--- src/rtl/store_buffer.sv ---
// -----------------------------------------------------------------------------
// store_buffer
//   In-order FIFO of speculative stores sitting between the mem stage and data
//   memory. The mem stage allocates an entry per store and gets its index back
//   (for the ROB). The ROB commits entries strictly in order. Committed entries
//   drain oldest-first to data memory over a valid/ready port. Uncommitted
//   entries can be dropped on a flush. Younger loads probe the buffer and
//   either forward the youngest fully-covering store or stall on a partial
//   overlap.
//
// Ports
//   clk_i, rstn_i          clock (rising edge), synchronous active-low reset
//   alloc_*                store allocation from the mem stage
//   alloc_idx_o            index the current alloc will occupy (tail)
//   full_o / empty_o       occupancy, derived from registered pointers only
//   commit_i/commit_idx_i  in-order commit from the ROB
//   discard_i              drop every uncommitted entry
//   mem_req_*              drain port to data memory (valid/ready)
//   ld_*                   load probe and forwarding result
// -----------------------------------------------------------------------------

// Protocol checker: commit ordering, hit/stall exclusivity, occupancy bound.
module store_buffer_chk #(
    parameter int NUM_ENTRIES = 4,
    parameter int IDX_W       = 2
) (
    input logic             clk_i,
    input logic             rstn_i,
    input logic             commit_i,
    input logic             commit_ok_i,
    input logic             ld_hit_i,
    input logic             ld_stall_i,
    input logic [IDX_W:0]   used_i
);

    // Sample the protocol rules once per clock while out of reset.
    always @(posedge clk_i) begin
        if (rstn_i) begin
            assert (!commit_i || commit_ok_i)
                else $error("store_buffer: commit index out of order or nothing to commit");
            assert (!(ld_hit_i && ld_stall_i))
                else $error("store_buffer: load hit and stall asserted together");
            assert (used_i <= (IDX_W+1)'(NUM_ENTRIES))
                else $error("store_buffer: occupancy exceeds depth");
        end
    end

endmodule

module store_buffer #(
    parameter int  NUM_ENTRIES = 4,
    localparam int IDX_W       = $clog2(NUM_ENTRIES)
) (
    input  logic             clk_i,
    input  logic             rstn_i,
    // allocation
    input  logic             alloc_valid_i,
    input  logic [31:0]      alloc_addr_i,
    input  logic [31:0]      alloc_data_i,
    input  logic [3:0]       alloc_be_i,
    output logic [IDX_W-1:0] alloc_idx_o,
    output logic             full_o,
    output logic             empty_o,
    // commit / flush
    input  logic             commit_i,
    input  logic [IDX_W-1:0] commit_idx_i,
    input  logic             discard_i,
    // drain port
    output logic             mem_req_valid_o,
    output logic [31:0]      mem_req_addr_o,
    output logic [31:0]      mem_req_data_o,
    output logic [3:0]       mem_req_be_o,
    input  logic             mem_req_ready_i,
    // load probe
    input  logic             ld_valid_i,
    input  logic [31:0]      ld_addr_i,
    input  logic [3:0]       ld_be_i,
    output logic             ld_hit_o,
    output logic [31:0]      ld_data_o,
    output logic             ld_stall_o
);

    // Pointers carry an extra wrap bit so full and empty are distinguishable.
    logic [IDX_W:0]          head_r, cmt_r, tail_r;
    logic [IDX_W:0]          head_nxt_s, cmt_nxt_s, tail_nxt_s;
    logic [IDX_W:0]          used_s;
    logic [IDX_W-1:0]        head_idx_s, cmt_idx_s, tail_idx_s;

    logic [NUM_ENTRIES-1:0]  valid_r, cmtd_r;
    logic [NUM_ENTRIES-1:0]  valid_nxt_s, cmtd_nxt_s;
    logic [29:0]             addr_r [NUM_ENTRIES];
    logic [31:0]             data_r [NUM_ENTRIES];
    logic [3:0]              be_r   [NUM_ENTRIES];

    logic                    full_s, empty_s, req_valid_s;
    logic                    alloc_fire_s, commit_ok_s, commit_fire_s, drain_fire_s;

    logic                    fwd_hit_s, fwd_stall_s;
    logic [31:0]             fwd_data_s;
    logic [IDX_W-1:0]        slot_s;

    // Byte-offset bits of addresses play no part in word matching.
    logic                    unused_s;
    assign unused_s = ^{alloc_addr_i[1:0], ld_addr_i[1:0]};

    assign head_idx_s = head_r[IDX_W-1:0];
    assign cmt_idx_s  = cmt_r[IDX_W-1:0];
    assign tail_idx_s = tail_r[IDX_W-1:0];
    assign used_s     = tail_r - head_r;

    assign full_s      = (used_s == (IDX_W+1)'(NUM_ENTRIES));
    assign empty_s     = (tail_r == head_r);
    assign req_valid_s = (head_r != cmt_r);

    assign alloc_fire_s  = alloc_valid_i && !full_s && !discard_i;
    assign commit_ok_s   = (commit_idx_i == cmt_idx_s) && (cmt_r != tail_r);
    // An illegal commit is flagged by the checker and otherwise ignored so the
    // ordering invariant head <= cmt <= tail can never be broken.
    assign commit_fire_s = commit_i && commit_ok_s;
    assign drain_fire_s  = req_valid_s && mem_req_ready_i;

    // Next pointer values; a discard pulls tail back onto the post-commit cmt.
    always_comb begin
        head_nxt_s = drain_fire_s  ? head_r + (IDX_W+1)'(1) : head_r;
        cmt_nxt_s  = commit_fire_s ? cmt_r  + (IDX_W+1)'(1) : cmt_r;
        if (discard_i) begin
            tail_nxt_s = cmt_nxt_s;
        end else if (alloc_fire_s) begin
            tail_nxt_s = tail_r + (IDX_W+1)'(1);
        end else begin
            tail_nxt_s = tail_r;
        end
    end

    // Per-entry valid/committed update. Drain, alloc and commit can never target
    // the same slot in one cycle (that would need a full or empty buffer, where
    // the colliding operation is already blocked), so the chain order is safe.
    always_comb begin
        valid_nxt_s = valid_r;
        cmtd_nxt_s  = cmtd_r;
        for (int i = 0; i < NUM_ENTRIES; i++) begin
            if (drain_fire_s && (head_idx_s == IDX_W'(i))) begin
                valid_nxt_s[i] = 1'b0;
                cmtd_nxt_s[i]  = 1'b0;
            end else if (alloc_fire_s && (tail_idx_s == IDX_W'(i))) begin
                valid_nxt_s[i] = 1'b1;
                cmtd_nxt_s[i]  = 1'b0;
            end else if (commit_fire_s && (cmt_idx_s == IDX_W'(i))) begin
                // committing wins over a same-cycle discard
                cmtd_nxt_s[i]  = 1'b1;
            end else if (discard_i && !cmtd_r[i]) begin
                valid_nxt_s[i] = 1'b0;
            end else begin
                valid_nxt_s[i] = valid_r[i];
                cmtd_nxt_s[i]  = cmtd_r[i];
            end
        end
    end

    // Control state register with synchronous reset.
    always_ff @(posedge clk_i) begin
        if (!rstn_i) begin
            head_r  <= {(IDX_W+1){1'b0}};
            cmt_r   <= {(IDX_W+1){1'b0}};
            tail_r  <= {(IDX_W+1){1'b0}};
            valid_r <= {NUM_ENTRIES{1'b0}};
            cmtd_r  <= {NUM_ENTRIES{1'b0}};
        end else begin
            head_r  <= head_nxt_s;
            cmt_r   <= cmt_nxt_s;
            tail_r  <= tail_nxt_s;
            valid_r <= valid_nxt_s;
            cmtd_r  <= cmtd_nxt_s;
        end
    end

    // Entry payload; qualified by valid_r, so it needs no reset.
    always_ff @(posedge clk_i) begin
        if (alloc_fire_s) begin
            addr_r[tail_idx_s] <= alloc_addr_i[31:2];
            data_r[tail_idx_s] <= alloc_data_i;
            be_r[tail_idx_s]   <= alloc_be_i;
        end
    end

    // Forwarding search. Walking oldest to youngest and letting every
    // overlapping match overwrite the result leaves the youngest overlapping
    // entry in charge; entries touching none of the load lanes are skipped.
    always_comb begin
        fwd_hit_s   = 1'b0;
        fwd_stall_s = 1'b0;
        fwd_data_s  = 32'h0000_0000;
        slot_s      = {IDX_W{1'b0}};
        if (ld_valid_i) begin
            for (int k = 0; k < NUM_ENTRIES; k++) begin
                slot_s = head_idx_s + IDX_W'(k);
                if (((IDX_W+1)'(k) < used_s) && valid_r[slot_s] &&
                    (addr_r[slot_s] == ld_addr_i[31:2])) begin
                    if ((be_r[slot_s] & ld_be_i) == ld_be_i) begin
                        fwd_hit_s   = 1'b1;
                        fwd_stall_s = 1'b0;
                        fwd_data_s  = data_r[slot_s];
                    end else if ((be_r[slot_s] & ld_be_i) != 4'h0) begin
                        fwd_hit_s   = 1'b0;
                        fwd_stall_s = 1'b1;
                        fwd_data_s  = 32'h0000_0000;
                    end else begin
                        // disjoint lanes: the older result stands
                    end
                end else begin
                    // not in the live window or different word
                end
            end
        end else begin
            // no probe: defaults hold
        end
    end

    assign alloc_idx_o     = tail_idx_s;
    assign full_o          = full_s;
    assign empty_o         = empty_s;

    assign mem_req_valid_o = req_valid_s;
    assign mem_req_addr_o  = req_valid_s ? {addr_r[head_idx_s], 2'b00} : 32'h0000_0000;
    assign mem_req_data_o  = req_valid_s ? data_r[head_idx_s] : 32'h0000_0000;
    assign mem_req_be_o    = req_valid_s ? be_r[head_idx_s] : 4'h0;

    assign ld_hit_o        = fwd_hit_s;
    assign ld_stall_o      = fwd_stall_s;
    assign ld_data_o       = fwd_data_s;

    store_buffer_chk #(
        .NUM_ENTRIES (NUM_ENTRIES),
        .IDX_W       (IDX_W)
    ) u_chk (
        .clk_i       (clk_i),
        .rstn_i      (rstn_i),
        .commit_i    (commit_i),
        .commit_ok_i (commit_ok_s),
        .ld_hit_i    (fwd_hit_s),
        .ld_stall_i  (fwd_stall_s),
        .used_i      (used_s)
    );

endmodule

--- config.mk ---
export PLATFORM = sky130hd
export DESIGN_NAME = store_buffer
export DESIGN_NICKNAME = d
export VERILOG_FILES = /design/src/rtl/store_buffer.sv
export SDC_FILE = /design/constraint.sdc
export NUM_CORES = 1
export LEC_CHECK = 0
export BUFFER_PORTS_ARGS = -buffer_cell sky130_fd_sc_hd__buf_2
export CAP_MARGIN = 20
export CORE_AREA = 2 2 251 203
export CTS_CLUSTER_DIAMETER = 150
export DETAILED_ROUTE_END_ITERATION = 6
export DIE_AREA = 0 0 253 205
export GPL_TIMING_DRIVEN = 0
export SYNTH_ARGS = -nofsm -noshare
export SYNTH_HDL_FRONTEND = slang
export SYNTH_SLANG_ARGS = --single-unit
export TNS_END_PERCENT = 5
--- constraint.sdc ---
create_clock -name clk_i -period 6.2 [get_ports clk_i]
set_input_delay 0.62 -clock clk_i [delete_from_list [all_inputs] [get_ports clk_i]]
set_output_delay 0.62 -clock clk_i [all_outputs]
set_load 0.05 [all_outputs]
# Word level (Yosys, flattened, before mapping)
# Memories as Yosys holds them, arrays and structs flattened. A register that Yosys moved wholly into a read port is not among the register bits.
# Index checks and enable logic that the tools add are counted.
dict set report word_totals {
  latchBits 0
  ram_bits 264
  elab_cells 190
  in_bits 113
  register_bits 17
  n_memories 3
  rom_bits 0
}
dict set report op_classes {
  n_eq_ne 26
  multipliers 0
  addsub 7
  order_cmp 8
  n_shift 0
  div_mod_pow 0
  muxes 71
  bitwise_logic 5
  n_reduce_logical 59
}
# memory depth width read_ports rd_clocked_by_memory_dff wr line
set mem_list {}
lappend mem_list {data_r 4 32 4 1 1 92} ;# logic [31:0] data_r [NUM_ENTRIES];
lappend mem_list {addr_r 4 30 4 1 1 91} ;# logic [29:0] addr_r [NUM_ENTRIES];
lappend mem_list {be_r 4 4 4 1 1 93} ;# logic [3:0] be_r [NUM_ENTRIES];
# op n
set ops {}
lappend ops {{32-bit two-way mux} 14}
lappend ops {{30-bit equality test} 4}
lappend ops {{1-bit two-way mux} 43}
lappend ops {{1-bit logical AND} 29}
lappend ops {{4-bit bitwise AND} 4}
lappend ops {{4-bit equality test} 4}
lappend ops {{4-bit nonzero test} 4}
lappend ops {{2-bit equality test (second input constant)} 6}
lappend ops {{2-bit by 3-bit < comparator with 1-bit output (second input constant)} 4}
lappend ops {{2-bit two-way mux} 6}
lappend ops {{3-bit OR reduction} 4}
lappend ops {{2-bit nonzero test} 5}
lappend ops {{3-bit by 1-bit adder with 3-bit output (second input constant)} 3}
lappend ops {{3-bit two-way mux} 3}
lappend ops {{1-bit binary-select mux with 2-bit select} 4}
lappend ops {{2-bit != test (second input constant)} 4}
lappend ops {{2-bit AND reduction} 4}
lappend ops {{2-bit OR reduction} 4}
lappend ops {{2-bit by 1-bit equality test with 1-bit output (second input constant)} 3}
lappend ops {{1-bit logical NOT} 6}
lappend ops {{2-bit logical NOT} 3}
lappend ops {{1-bit by 3-bit < comparator with 1-bit output (first input constant)} 2}
lappend ops {{2-bit by 3-bit < comparator with 1-bit output (first input constant)} 2}
lappend ops {{3-bit != test} 2}
lappend ops {{other kinds (8)} 9}

# Longest topological paths before layout
# Gate-level depths: netlist of the first run.
dict set report depth {
  depth_word 15
  mapped_depth 24
  ltp_nobuf 11
}

# Worst setup path before layout of the first run
# No wires, ideal clock.
dict set report synth_timing {
  kind {reg2reg}
  from {register tail_r[0]}
  to {memory addr_r[3][0] (enable)}
  arrival_ns 6.208
  stages_incl_launch_ff 7
  slack_ns -0.585
  period_less_slack_ns 6.785
  path_cell_list {dfxtp_1 -> inv_1 -> ha_1 -> fa_1 -> xor2_1 -> o21ai_1 -> nor3_1}
}
dict set report synth_between {
  elab_chain_len 7
}
# item line
set synth_lines {}
lappend synth_lines {{start, declared} 84} ;# logic [IDX_W:0] head_r, cmt_r, tail_r;
lappend synth_lines {{start signal, assigned} 165} ;# tail_r <= {(IDX_W+1){1'b0}};
lappend synth_lines {{start signal, assigned} 171} ;# tail_r <= tail_nxt_s;
lappend synth_lines {{3-bit subtractor} 109} ;# assign used_s = tail_r - head_r;
lappend synth_lines {{3-bit equality test} 111} ;# assign full_s = (used_s == (IDX_W+1)'(NUM_ENTRIES));
lappend synth_lines {{1-bit logical NOT} 115} ;# assign alloc_fire_s = alloc_valid_i && !full_s && !discard_i;
lappend synth_lines {{1-bit logical AND (2 in a row)} 115}
lappend synth_lines {{1-bit two-way mux} 179} ;# if (alloc_fire_s) begin
lappend synth_lines {{1-bit two-way mux (implied by the code)} 180} ;# addr_r[tail_idx_s] <= alloc_addr_i[31:2];
lappend synth_lines {{end, declared} 91}
# Several ways; a longest one is shown, not always the timed one.

# Worst setup path after layout of the first run
dict set report layout_timing {
  from {register head_r[0]}
  to {output ld_data_o[12]}
}
dict set report layout_between {
  elab_chain_len 15
}
# item line
set layout_lines {}
lappend layout_lines {{start, declared} 84}
lappend layout_lines {{start signal, assigned} 163} ;# head_r <= {(IDX_W+1){1'b0}};
lappend layout_lines {{start signal, assigned} 169} ;# head_r <= head_nxt_s;
lappend layout_lines {{3-bit subtractor / 1-bit binary-select mux with 2-bit select (equally long branches)} {109, 197}}
lappend layout_lines {{1-bit by 3-bit < comparator with 1-bit output / 1-bit two-way mux (equally long branches)} 197} ;# if (((IDX_W+1)'(k) < used_s) && valid_r[slot_s] &&
lappend layout_lines {{1-bit logical AND (2 in a row)} 197}
lappend layout_lines {{32-bit two-way mux} 197}
lappend layout_lines {{32-bit two-way mux} 203} ;# end else if ((be_r[slot_s] & ld_be_i) != 4'h0) begin
lappend layout_lines {{32-bit two-way mux} 199} ;# if ((be_r[slot_s] & ld_be_i) == ld_be_i) begin
lappend layout_lines {{32-bit two-way mux} 197}
lappend layout_lines {{32-bit two-way mux} 203}
lappend layout_lines {{32-bit two-way mux} 199}
lappend layout_lines {{32-bit two-way mux} 197}
lappend layout_lines {{32-bit two-way mux} 203}
lappend layout_lines {{32-bit two-way mux} 199}
lappend layout_lines {{32-bit two-way mux (*)} 197}
lappend layout_lines {{32-bit two-way mux (*)} 194} ;# if (ld_valid_i) begin
lappend layout_lines {{end, declared} 79} ;# output logic [31:0] ld_data_o,
# Mark *: on every way between the ends. The rest lies on a longest branch, timed or not. The select of a mux whose other input is x is not followed.

==> qor.txt, run 1 <==
Synth Area per Inst -> 13.1 um2
Period utilization -> 98.6%
GRT Overall Usage -> 29.6%
Synth area leader -> edfxtp_1
M1 wire length -> 33.2 mm
Fillers -> 4,372
Io pins -> 220
Largest net degree at the start of global routing -> 47
Startpoint Class -> flop
Slew HR -> 23.7%
Register area -> 8320 um2
Synth Register Bits -> 283
Clock root cell -> clkbuf_16
Initial DRT Pass Iterations -> 5
Post-synthesis cell count -> 1,527
Die X -> 253 um
Arrival time of the worst setup path -> 5.50 ns
Avg WL per Cell -> 31.2 um
Worst setup EP type -> output pin
VDD IR-drop max -> 0.000188 V
Initial antenna violation count -> 9
Drt initial violations -> 1,979
Overall power -> 5.62 mW
Synth Cell Area -> 20,000 um2
Leak pwr -> 8.25 nW
Final setup fails -> 0
Number of synthesis warnings -> 0
Routed length on met3 -> 7.80 mm
Nets -> 1,934
Final RePlAce weighted congestion -> 1.00
Post-placement cell count -> 2,359
Max layer used -> met5
RSZ-0062 raised after global routing -> true
Top cells by area, synth -> edfxtp_1 40%, mux4_2 24%, mux2i_1 5.4%, xnor2_1 3.8%, dfxtp_1 1.9%
Slew @ Worst Pin -> 1.15 ns
Antenna violation net count after detailed routing -> 0
Vias in the first global route -> 15.5k
Synth Flop Type -> edfxtp_1
Max-slew violations -> 0
Core box area -> 49,300 um2
CP required -> 5.58 ns
Post-synth EDFFs -> 264
Layout cells sized above 1 -> 36.5%
Final WL -> 77.1 mm
CP Class -> reg2out
Clk_lat worst skew -> 0.56 ns
I/O Buffers -> 186
Hold Path Class -> in2reg
Status -> finished clean
Die area -> 51,900 um2
Routed vias/inst -> 6.49
Total gr overflow -> 0
Initial core utilization -> 40.6%
Reg2reg setup slack -> 1.78 ns
CTS tree -> built
Sink Count -> 283
Area growth syn-to-layout -> 20.4%
Synth top area share -> 39.6%
Cell Pwr Density -> 233 nW/um2
Fin crit period -> 6.12 ns
Final hold violation count -> 0
CTS buffer count -> 35
Remaining DRCs -> 0
Sequential element share of the synthesized area -> 41.5%
Clk buf depth -> 3
Die height -> 205 um
H-tree depth -> 2
Layout Skew -> 0.0129 ns
Crit-path max FO -> 11
First-pass GRT wire length -> 111 mm
Final cell count without fillers -> 2,474
Met2 WL post-DR -> 33.8 mm
Worst-path clk slew -> 0.06 ns
Multi-input gate area -> 10,900 um2
Async S/R FF share, synth -> 0%
Hpwl dp -> 55.5 mm
Vias after detailed routing -> 16.1k
Number of max-cap violations -> 0
Max Freq -> 164 MHz
Unique masters post-synth -> 71
Core Rows -> 73
[Yosys cell counts (3+ instances only)]
master     number
mux2i_1       107
xnor2_1        87
o211a_1         3
or4_1           3
o31ai_1         3
nand2_1        48
and3_1          6
nor2_1         92
and2_1         36
dfxtp_1        19
nor4_1          8
o221ai_1        5
a2111oi_0       3
buf_4          22
o21ai_0        17
mux4_2        214
a22oi_1         8
buf_6          10
o2111ai_1       9
edfxtp_1      264
o41ai_1        16
buf_1          17
buf_2          38
nor3_1         12
nor2b_1         6
or3_1           3
nand2b_1        5
clkbuf_1       60
a211oi_1        9
xor2_1         37
o22ai_1        45
nand3_1        18
nand4_1        42
mux2_2         16
inv_1          92
a221oi_1        4
a221o_1         3
a21oi_1        65
o32ai_1         4
ha_1           14
a2bb2oi_1       3
o41ai_2        17
[path summary, 6_finish.rpt]
check                         from            end  cells after the start
setup / recovery         head_r[0]  ld_data_o[12]                     24
hold / removal    alloc_addr_i[23]  addr_r[0][21]                      1
setup reg to reg         head_r[0]      cmtd_r[3]                     14
hold reg to reg          cmtd_r[2]      cmtd_r[2]                      2
[worst max-delay path, stage by stage, from the launching register on]
cell        delay [ns]
dfxtp_4           0.35
buf_12            0.10
buf_12            0.09
buf_16            0.11
clkinvlp_4        0.08
buf_6             0.16
buf_12            0.16
ha_4              0.37
buf_12            0.18
buf_12            0.15
buf_12            0.18
buf_8             0.19
mux2i_4           0.32
o2111ai_4         0.19
nor4_4            0.46
nand4_1           0.16
buf_6             0.16
or3_1             0.38
buf_6             0.16
nor2_4            0.12
buf_12            0.14
buf_4             0.15
a21oi_1           0.05
o22ai_1           0.21
buf_4             0.24
[metal layers]
layer | vias to the layer above | GRT usage [%]
met1 | 8258 | 44.3
met2 | 1013 | 43.5
met5 | - | 0
li1 | 6623 | -
met4 | 4 | 9.64
met3 | 163 | 5.37
[area by class of cell]
cell class | instances | share of cell area, %
clock buffer | 44 | 3.86
tap | 637 | 3.31
clock inverter | 18 | 0.416
antenna | 6 | 0.0623
timing repair buffer | 244 | 6.88
inverter | 92 | 1.46
multi-input combinational | 1004 | 45.3
sequential | 283 | 34.5
buffer | 146 | 4.16
[logic make-up after synthesis]
family                     Yosys count  share of synthesized area [%]
AOI/OAI and AO/OA                  238                           8.84
xor gates and xnor gates           124                           5.43
adders and majority gates           15                          0.975
buffers and inverters              241                           5.66
DFF                                283                           41.5
muxes                              338                           30.4
other                                1                         0.0187
and+or+nand+nor                    287                           7.18
[flip-flops by register name, summed over array words and instances, names as in the netlist, named ones only]
register,count
cmtd_r,4
data_r,128
tail_r,3
be_r,16
addr_r,120
valid_r,4
cmt_r,3
head_r,3
[placed cells by master, fill, tap and decap left out, types with 18 or more instances in the layout]
| cell type | Yosys | routed |
|---|---|---|
| buf_2 | 38 | 191 |
| xor2_1 | 37 | 36 |
| clkbuf_16 | 0 | 38 |
| xnor2_1 | 87 | 80 |
| mux2i_1 | 107 | 102 |
| a21oi_1 | 65 | 64 |
| nand2_1 | 48 | 47 |
| edfxtp_1 | 264 | 264 |
| mux4_2 | 214 | 214 |
| and2_1 | 36 | 33 |
| buf_4 | 22 | 86 |
| clkbuf_1 | 60 | 59 |
| nor2_1 | 92 | 92 |
| o22ai_1 | 45 | 34 |
| inv_1 | 92 | 90 |
| nand4_1 | 42 | 42 |
| nand3_1 | 18 | 18 |
[metrics by stage]
| stage | setup slack (ns) | setup TNS [ns] | cell area, um2 | hold WS (ns) | utilization [%] |
|---|---|---|---|---|---|
| CTS | -0.0163 | -0.0163 | 23800 | 0.249 | 48.3 |
| global route | -0.0438 | -0.127 | 24100 | 0.269 | 48.8 |
| global placement | -2.55 | -209.09 | 21700 | 0.487 | 44.1 |
| floorplan | 0.0595 | 0 | 20000 | 0.473 | - |
| detailed placement | -2.73 | -91.74 | 22000 | 0.493 | 44.5 |
| finish | 0.0844 | 0 | 24100 | 0.275 | 48.8 |
[what timing repair did]
action	4_1_cts	5_1_grt
endpoints found under the setup margin	36	34
hold buffers	0	0
cloned	3	0
buffers inserted	24	23
gates resized for setup	136	22
pin swaps	10	10
[report_power, final]
group / switching (mW) / internal, mW
logic: 0.932 / 0.581
registers: 0.0510 / 2.15
clock network: 0.837 / 1.07
No activity file was read; power rests on OpenSTA's default activity.
==> run 2, diff against run 1 <==
BUFFER_PORTS_ARGS = not set   (was -buffer_cell sky130_fd_sc_hd__buf_2)
DONT_BUFFER_PORTS = 1   (was not set)
==> qor.txt, run 2 (synthesized netlist as in run 1, its figures left out) <==
Area growth syn-to-layout -> 17.5% (was 20.4%)
Clock root cell -> clkbuf_16 (unchanged)
Max-slew violations -> 0 (unchanged)
R2r worst-path depth -> 14 (unchanged)
GRT Overall Usage -> 29.1% (was 29.6%)
Initial antenna violation count -> 7 (was 9)
Worst setup EP type -> output pin (unchanged)
Setup ws final -> 0.0242 ns (was 0.0844 ns)
Post-CTS Hold Fix Bufs -> 0 (unchanged)
First-pass GRT wire length -> 108 mm (was 111 mm)
Final WL -> 76.0 mm (was 77.1 mm)
H-tree depth -> 2 (unchanged)
Clock power frac -> 36.8% (was 33.9%)
Clk_lat worst skew -> 0.57 ns (was 0.56 ns)
Cell Pwr Density -> 244 nW/um2 (was 233 nW/um2)
R2r startpoint -> head_r[0] (unchanged)
Sink Count -> 283 (unchanged)
Nets -> 1,742 (was 1,934)
Status -> finished clean (unchanged)
Max FFs per register -> 128 (unchanged)
Layout Skew -> 0.0192 ns (was 0.0129 ns)
Final Instance Area -> 23,500 um2 (was 24,100 um2)
Net Sw Power -> 1.81 mW (was 1.82 mW)
Clk buf depth -> 3 (unchanged)
Leading registers by flop count -> data_r x128, addr_r x120, be_r x16 (unchanged)
Antenna violation net count after detailed routing -> 0 (unchanged)
Vias in the first global route -> 14.9k (was 15.5k)
CP Class -> reg2out (unchanged)
Commonest non-fill, non-tap cell in the layout -> edfxtp_1 (unchanged)
Worst-path clk slew -> 0.06 ns (about the same)
Slew @ Worst Pin -> 1.10 ns (was 1.15 ns)
CTS tree -> built (unchanged)
Post-DP Area -> 21,200 um2 (was 22,000 um2)
Avg WL per Cell -> 33.3 um (was 31.2 um)
Fin crit period -> 6.18 ns (was 6.12 ns)
Initial DRT Pass Iterations -> 6 (was 5)
Crit-path max cell delay -> 0.49 ns (was 0.46 ns)
Hpwl dp -> 54.7 mm (was 55.5 mm)
Crit Reg-Reg Endpoint -> cmtd_r[3] (unchanged)
Hold Path Class -> in2reg (unchanged)
Number of max-cap violations -> 0 (unchanged)
Largest net degree at the start of global routing -> 46 (was 47)
Die height -> 205 um (unchanged)
Drt initial violations -> 1,906 (was 1,979)
CP cell instances -> buf_12, buf_16, buf_16, inv_2, buf_6, buf_12, ha_4, buf_12, buf_12, buf_12, buf_12, mux4_2, xnor2_2, nand2_2, nor4_4, nand4_1, buf_4, a211o_1, nand3_1, clkbuf_2, o22ai_1, buf_4 (was buf_12, buf_12, buf_16, clkinvlp_4, buf_6, buf_12, ha_4, buf_12, buf_12, buf_12, buf_8, mux2i_4, o2111ai_4, nor4_4, nand4_1, buf_6, or3_1, buf_6, nor2_4, buf_12, buf_4, a21oi_1, o22ai_1, buf_4)
Hold Crit Start -> alloc_data_i[19] (was alloc_addr_i[23])
VDD IR-drop max -> 0.000164 V (was 0.000188 V)
Die area -> 51,900 um2 (unchanged)
Core Rows -> 73 (unchanged)
Io pins -> 220 (unchanged)
Crit-path max FO -> 11 (unchanged)
Slew HR -> 26.5% (was 23.7%)
Gate power share -> 24.9% (was 26.9%)
Core box area -> 49,300 um2 (unchanged)
Startpoint Class -> flop (unchanged)
Max Freq -> 162 MHz (was 164 MHz)
Leak pwr -> 7.44 nW (was 8.25 nW)
Commonest cells after routing, fill and taps aside -> 264 x edfxtp_1, 214 x mux4_2, 100 x mux2i_1 (was 264 x edfxtp_1, 214 x mux4_2, 191 x buf_2)
CP required -> 5.58 ns (about the same)
Vias after detailed routing -> 15.3k (was 16.1k)
Final setup fails -> 0 (unchanged)
Overall power -> 5.75 mW (was 5.62 mW)
Fin Setup TNS -> 0 ns (unchanged)
Slowest-stage cell, CP -> clkbuf_2 (was nor4_4)
Dpl ws -> -2.94 ns (was -2.73 ns)
Switch share -> 31.5% (was 32.4%)
CTS buffer count -> 35 (unchanged)
Initial core utilization -> 40.6% (unchanged)
Remaining DRCs -> 0 (unchanged)
Final RePlAce weighted congestion -> 1.02 (was 1.00)
Hold Path Sink -> data_r[0][19] (was addr_r[0][21])
I/O Buffers -> 0 (was 186)
Top reg by flops -> data_r (unchanged)
CP dominant cell by count -> buf_12 (unchanged)
Internal Power -> 3.94 mW (was 3.80 mW)
Die X -> 253 um (unchanged)
Reg2reg setup slack -> 1.65 ns (was 1.78 ns)
Routed vias/inst -> 6.70 (was 6.49)
Final hold violation count -> 0 (unchanged)
Hold Path Cell Cnt -> 0 (was 1)
Seq pwr share -> 38.3% (was 39.2%)
Layout cells sized above 1 -> 31.3% (was 36.5%)
Arrival time of the worst setup path -> 5.56 ns (was 5.50 ns)
Period utilization -> 99.6% (was 98.6%)
Post-layout util -> 47.7% (was 48.8%)
Total gr overflow -> 0 (unchanged)
RSZ-0062 raised after global routing -> true (unchanged)
run 2: cell types whose count changed in the layout (fill, tap and decap cells not counted), moves of 6 or more:
cell	change
buf_2	-161
buf_4	-34
o22ai_4	+22
o22ai_1	-12
o22ai_2	-10
clkbuf_1	-8
a211oi_1	-7
a211oi_2	+7
clkbuf_4	+6
run 2: cell type report:
cell class	count	area (um2)
multi-input cells	1004	11200
clock inverters	19	190
fillers	4283	25800
well taps	637	797
diodes	5	12.5
clock buffers	44	982
plain buffers	146	1030
inverters	92	345
flip-flops and latches	283	8320
repair buffers	52	607
run 2: timing repair:
action                     4_1_cts  5_1_grt
gates cloned                     2        1
setup endpoints to repair       36       44
pin swaps                       10        8
gates resized for setup        139       36
buffers inserted                26        3
run 2: routing by layer:
| metal | share of wire, % | track usage [%] |
|---|---|---|
| met1 | 40 | 40.3 |
| met2 | 43 | 42.4 |
| met3 | 13 | 10.6 |
| met4 | 3.4 | 9.38 |
| met5 | 0.047 | 0 |
run 2: worst max-delay path, delay by kind of cell, from the launching register on:
kind | cells | cell delay (ns)
multiplexers | 1 | 0.32
flip-flops | 1 | 0.38
AO/OA/AOI/OAI | 2 | 0.46
buffers and inverters | 13 | 2.27
XOR/XNOR | 1 | 0.19
adder cells (fa/ha/maj) | 1 | 0.36
AND/OR/NAND/NOR | 4 | 0.97
run 2: worst max-delay path by stage:
stage / start / end / slack (ns) / cells after the start
after floorplan: head_r[1] / ld_data_o[8] / 0.06 / 23
after global placement: head_r[1] / ld_data_o[30] / -3.00 / 22
after detailed placement: head_r[1] / ld_data_o[22] / -2.94 / 22
after CTS: head_r[0] / ld_data_o[30] / 0.02 / 15
after global routing: head_r[1] / ld_data_o[1] / -0.06 / 25
final: head_r[0] / ld_data_o[30] / 0.02 / 22
run 2: metrics by stage:
stage	cells	hold WS [ns]
6_report	2282	0.144
5_1_grt	2279	0.127
4_1_cts	2273	0.125
3_5_place_dp	2185	0.495
3_3_place_gp	2165	0.489
2_1_floorplan	1528	0.473
run 2: power groups by stage:
stage | logic [mW] | clock network (mW) | registers (mW)
after global placement | 1.28 | 0 | 2.25
final | 1.43 | 2.11 | 2.20
after floorplan | 0.942 | 0 | 2.22
after detailed placement | 1.30 | 0 | 2.24
after global routing | 1.48 | 2.19 | 2.21
after CTS | 1.39 | 2.13 | 2.20
==> run 3, diff against run 2 <==
CORE_AREA = 2 2 217 176   (was 2 2 251 203)
DIE_AREA = 0 0 219 178   (was 0 0 253 205)
MAX_ROUTING_LAYER = met4   (was not set)
PLACE_DENSITY = 0.72   (was not set)
==> qor.txt, run 3 (synthesized netlist as in run 1, its figures left out) <==
Io pins -> 220 (unchanged)
Sink Count -> 283 (unchanged)
Met2 Track Usage GR -> 52.5% (was 42.4%)
Drt initial violations -> 2,392 (was 1,906)
Die height -> 178 um (was 205 um)
Met1 Resource Use GR -> 54.8% (was 40.3%)
R2r startpoint -> head_r[0] (unchanged)
Nets -> 1,734 (was 1,742)
Final setup fails -> 1 (was 0)
CTS tree -> built (unchanged)
Hold Path Class -> in2reg (unchanged)
Leak pwr -> 7.28 nW (was 7.44 nW)
Largest net degree at the start of global routing -> 49 (was 46)
Total gr overflow -> 0 (unchanged)
Worst setup EP type -> output pin (unchanged)
Number of max-cap violations -> 0 (unchanged)
CP cell instances -> buf_6, buf_12, clkbuf_16, inv_1, ha_4, buf_12, buf_4, mux4_2, xnor2_2, nand4_1, nor3_2, and3_4, clkbuf_1, nand4_1, o41ai_2, a21oi_2, o22ai_4 (was buf_12, buf_16, buf_16, inv_2, buf_6, buf_12, ha_4, buf_12, buf_12, buf_12, buf_12, mux4_2, xnor2_2, nand2_2, nor4_4, nand4_1, buf_4, a211o_1, nand3_1, clkbuf_2, o22ai_1, buf_4)
Fin Setup TNS -> -0.0419 ns (was 0 ns)
Layout cells sized above 1 -> 30.4% (was 31.3%)
Slowest-stage cell, CP -> mux4_2 (was clkbuf_2)
Final RePlAce weighted congestion -> 0.990 (was 1.02)
Hold Path Sink -> be_r[2][3] (was data_r[0][19])
Slew @ Worst Pin -> 1.28 ns (was 1.10 ns)
Hold Path Cell Cnt -> 0 (unchanged)
Violated checks -> setup timing
Startpoint Class -> flop (unchanged)
Max-slew violations -> 0 (unchanged)
Avg WL per Cell -> 34.3 um (was 33.3 um)
Initial core utilization -> 54.5% (was 40.6%)
Routed vias/inst -> 7.41 (was 6.70)
Clk_lat worst skew -> 0.60 ns (was 0.57 ns)
Period utilization -> 101% (was 99.6%)
Area growth syn-to-layout -> 15.6% (was 17.5%)
Fin crit period -> 6.24 ns (was 6.18 ns)
Worst-path clk slew -> 0.07 ns (was 0.06 ns)
R2r worst-path depth -> 13 (was 14)
CP Class -> reg2out (unchanged)
H-tree depth -> 1 (was 2)
Crit-path max cell delay -> 0.53 ns (was 0.49 ns)
Cell Pwr Density -> 238 nW/um2 (was 244 nW/um2)
Post-CTS Hold Fix Bufs -> 0 (unchanged)
Final hold violation count -> 0 (unchanged)
Vias after detailed routing -> 15.7k (was 15.3k)
Final WL -> 72.7 mm (was 76.0 mm)
RSZ-0062 raised after global routing -> true (unchanged)
Layout Skew -> 0.0252 ns (was 0.0192 ns)
Arrival time of the worst setup path -> 5.62 ns (was 5.56 ns)
VDD IR-drop max -> 0.000238 V (was 0.000164 V)
Top reg by flops -> data_r (unchanged)
First-pass GRT wire length -> 104 mm (was 108 mm)
Commonest non-fill, non-tap cell in the layout -> edfxtp_1 (unchanged)
Die area -> 39,000 um2 (was 51,900 um2)
Crit-path max FO -> 19 (was 11)
Antenna violation net count after detailed routing -> 0 (unchanged)
Remaining DRCs -> 0 (unchanged)
GRT Overall Usage -> 38.5% (was 29.1%)
GRT met3 Usage -> 13.0% (was 10.6%)
Max Freq -> 160 MHz (was 162 MHz)
CTS buffer count -> 30 (was 35)
Post-layout util -> 63.0% (was 47.7%)
Max FFs per register -> 128 (unchanged)
I/O Buffers -> 0 (unchanged)
Core box area -> 36,700 um2 (was 49,300 um2)
Commonest cells after routing, fill and taps aside -> 264 x edfxtp_1, 214 x mux4_2, 100 x mux2i_1 (unchanged)
Fillers -> 2,737 (was 4,283)
Hold Crit Start -> alloc_be_i[3] (was alloc_data_i[19])
GR peak layer -> met1 (was met2)
Crit Reg-Reg Endpoint -> cmtd_r[3] (unchanged)
Clk buf depth -> 3 (unchanged)
Status -> finished, violations left (was finished clean)
Initial antenna violation count -> 2 (was 7)
Initial DRT Pass Iterations -> 6 (unchanged)
CP required -> 5.58 ns (about the same)
Die X -> 219 um (was 253 um)
Hpwl dp -> 52.2 mm (was 54.7 mm)
Leading registers by flop count -> data_r x128, addr_r x120, be_r x16 (unchanged)
Reg2reg setup slack -> 1.79 ns (was 1.65 ns)
Clock root cell -> clkbuf_16 (unchanged)
Vias in the first global route -> 14.9k (about the same)
Setup ws final -> -0.0419 ns (was 0.0242 ns)
Slew HR -> 14.5% (was 26.5%)
Core Rows -> 63 (was 73)
-- run 3: cell types whose count changed in the layout (fill, tap and decap cells not counted), sizes merged --
cell	delta
clkinv	+2
diode	-3
inv	-1
bufinv	+2
clkdlybuf4s15	-1
clkinvlp	-1
bufbuf	-1
clkbuf	-15
buf	+4
-- run 3: metrics by stage --
step / hold slack [ns] / cell area, um2 / cells / setup WS, ns / total power [mW]
after floorplan: 0.473 / 20000 / 1528 / 0.0595 / 3.17
after global placement: 0.484 / 20600 / 2015 / -2.64 / 3.50
after detailed placement: 0.495 / 21000 / 2031 / -2.61 / 3.52
after CTS: 0.0965 / 23000 / 2109 / 0.0131 / 5.45
after global routing: 0.0999 / 23100 / 2118 / -0.0531 / 5.62
final: 0.109 / 23100 / 2118 / -0.0419 / 5.50
-- run 3: worst max-delay path by stage --
stage / from / to / depth (start not counted)
finish: head_r[1] / ld_data_o[16] / 17
global route: head_r[1] / ld_data_o[5] / 22
CTS: head_r[0] / ld_data_o[5] / 24
detailed placement: head_r[1] / ld_data_o[8] / 22
global placement: head_r[1] / ld_data_o[29] / 22
floorplan: head_r[1] / ld_data_o[8] / 23
-- run 3: area by class of cell --
cell class	count	area [um2]	area share (%)
multi-input cells	1004	11200	48.6
repair buffers	51	597	2.58
flip-flops and latches	283	8320	35.9
clock inverters	21	238	1.03
inverters	92	345	1.49
clock buffers	34	766	3.31
diodes	2	5.00	0.0216
well taps	487	609	2.63
plain buffers	144	1020	4.42
-- run 3: power by group --
group	switching (mW)	internal [mW]	total [mW]
Sequential	0.0523	2.15	2.20
Combinational	0.899	0.526	1.43
Clock	0.779	1.09	1.87
-- run 3: timing repair --
action                                 CTS  global route
setup buffers                           24             8
setup endpoints to repair               36            35
gates cloned                             2             0
gates resized for setup                146            39
endpoints found under the hold margin    0             0
pin swaps                               12            18
-- run 3: routing by layer --
| layer | vias to the layer above | wire [um] |
|---|---|---|
| met4 | 0 | 2500 |
| li1 | 6220 | - |
| met2 | 1309 | 30700 |
| met3 | 183 | 10700 |
| met5 | - | 0 |
| met1 | 7982 | 28700 |
-- run 3: worst max-delay path: cells and delay by family (launching register included) --
kind	cells	cell delay (ns)
buffers and inverters	7	1.51
AND/OR/NAND/NOR	4	1.18
AO/OA/AOI/OAI	3	0.64
multiplexers	1	0.53
adder cells (fa/ha/maj)	1	0.40
XOR/XNOR	1	0.39
flip-flops	1	0.36
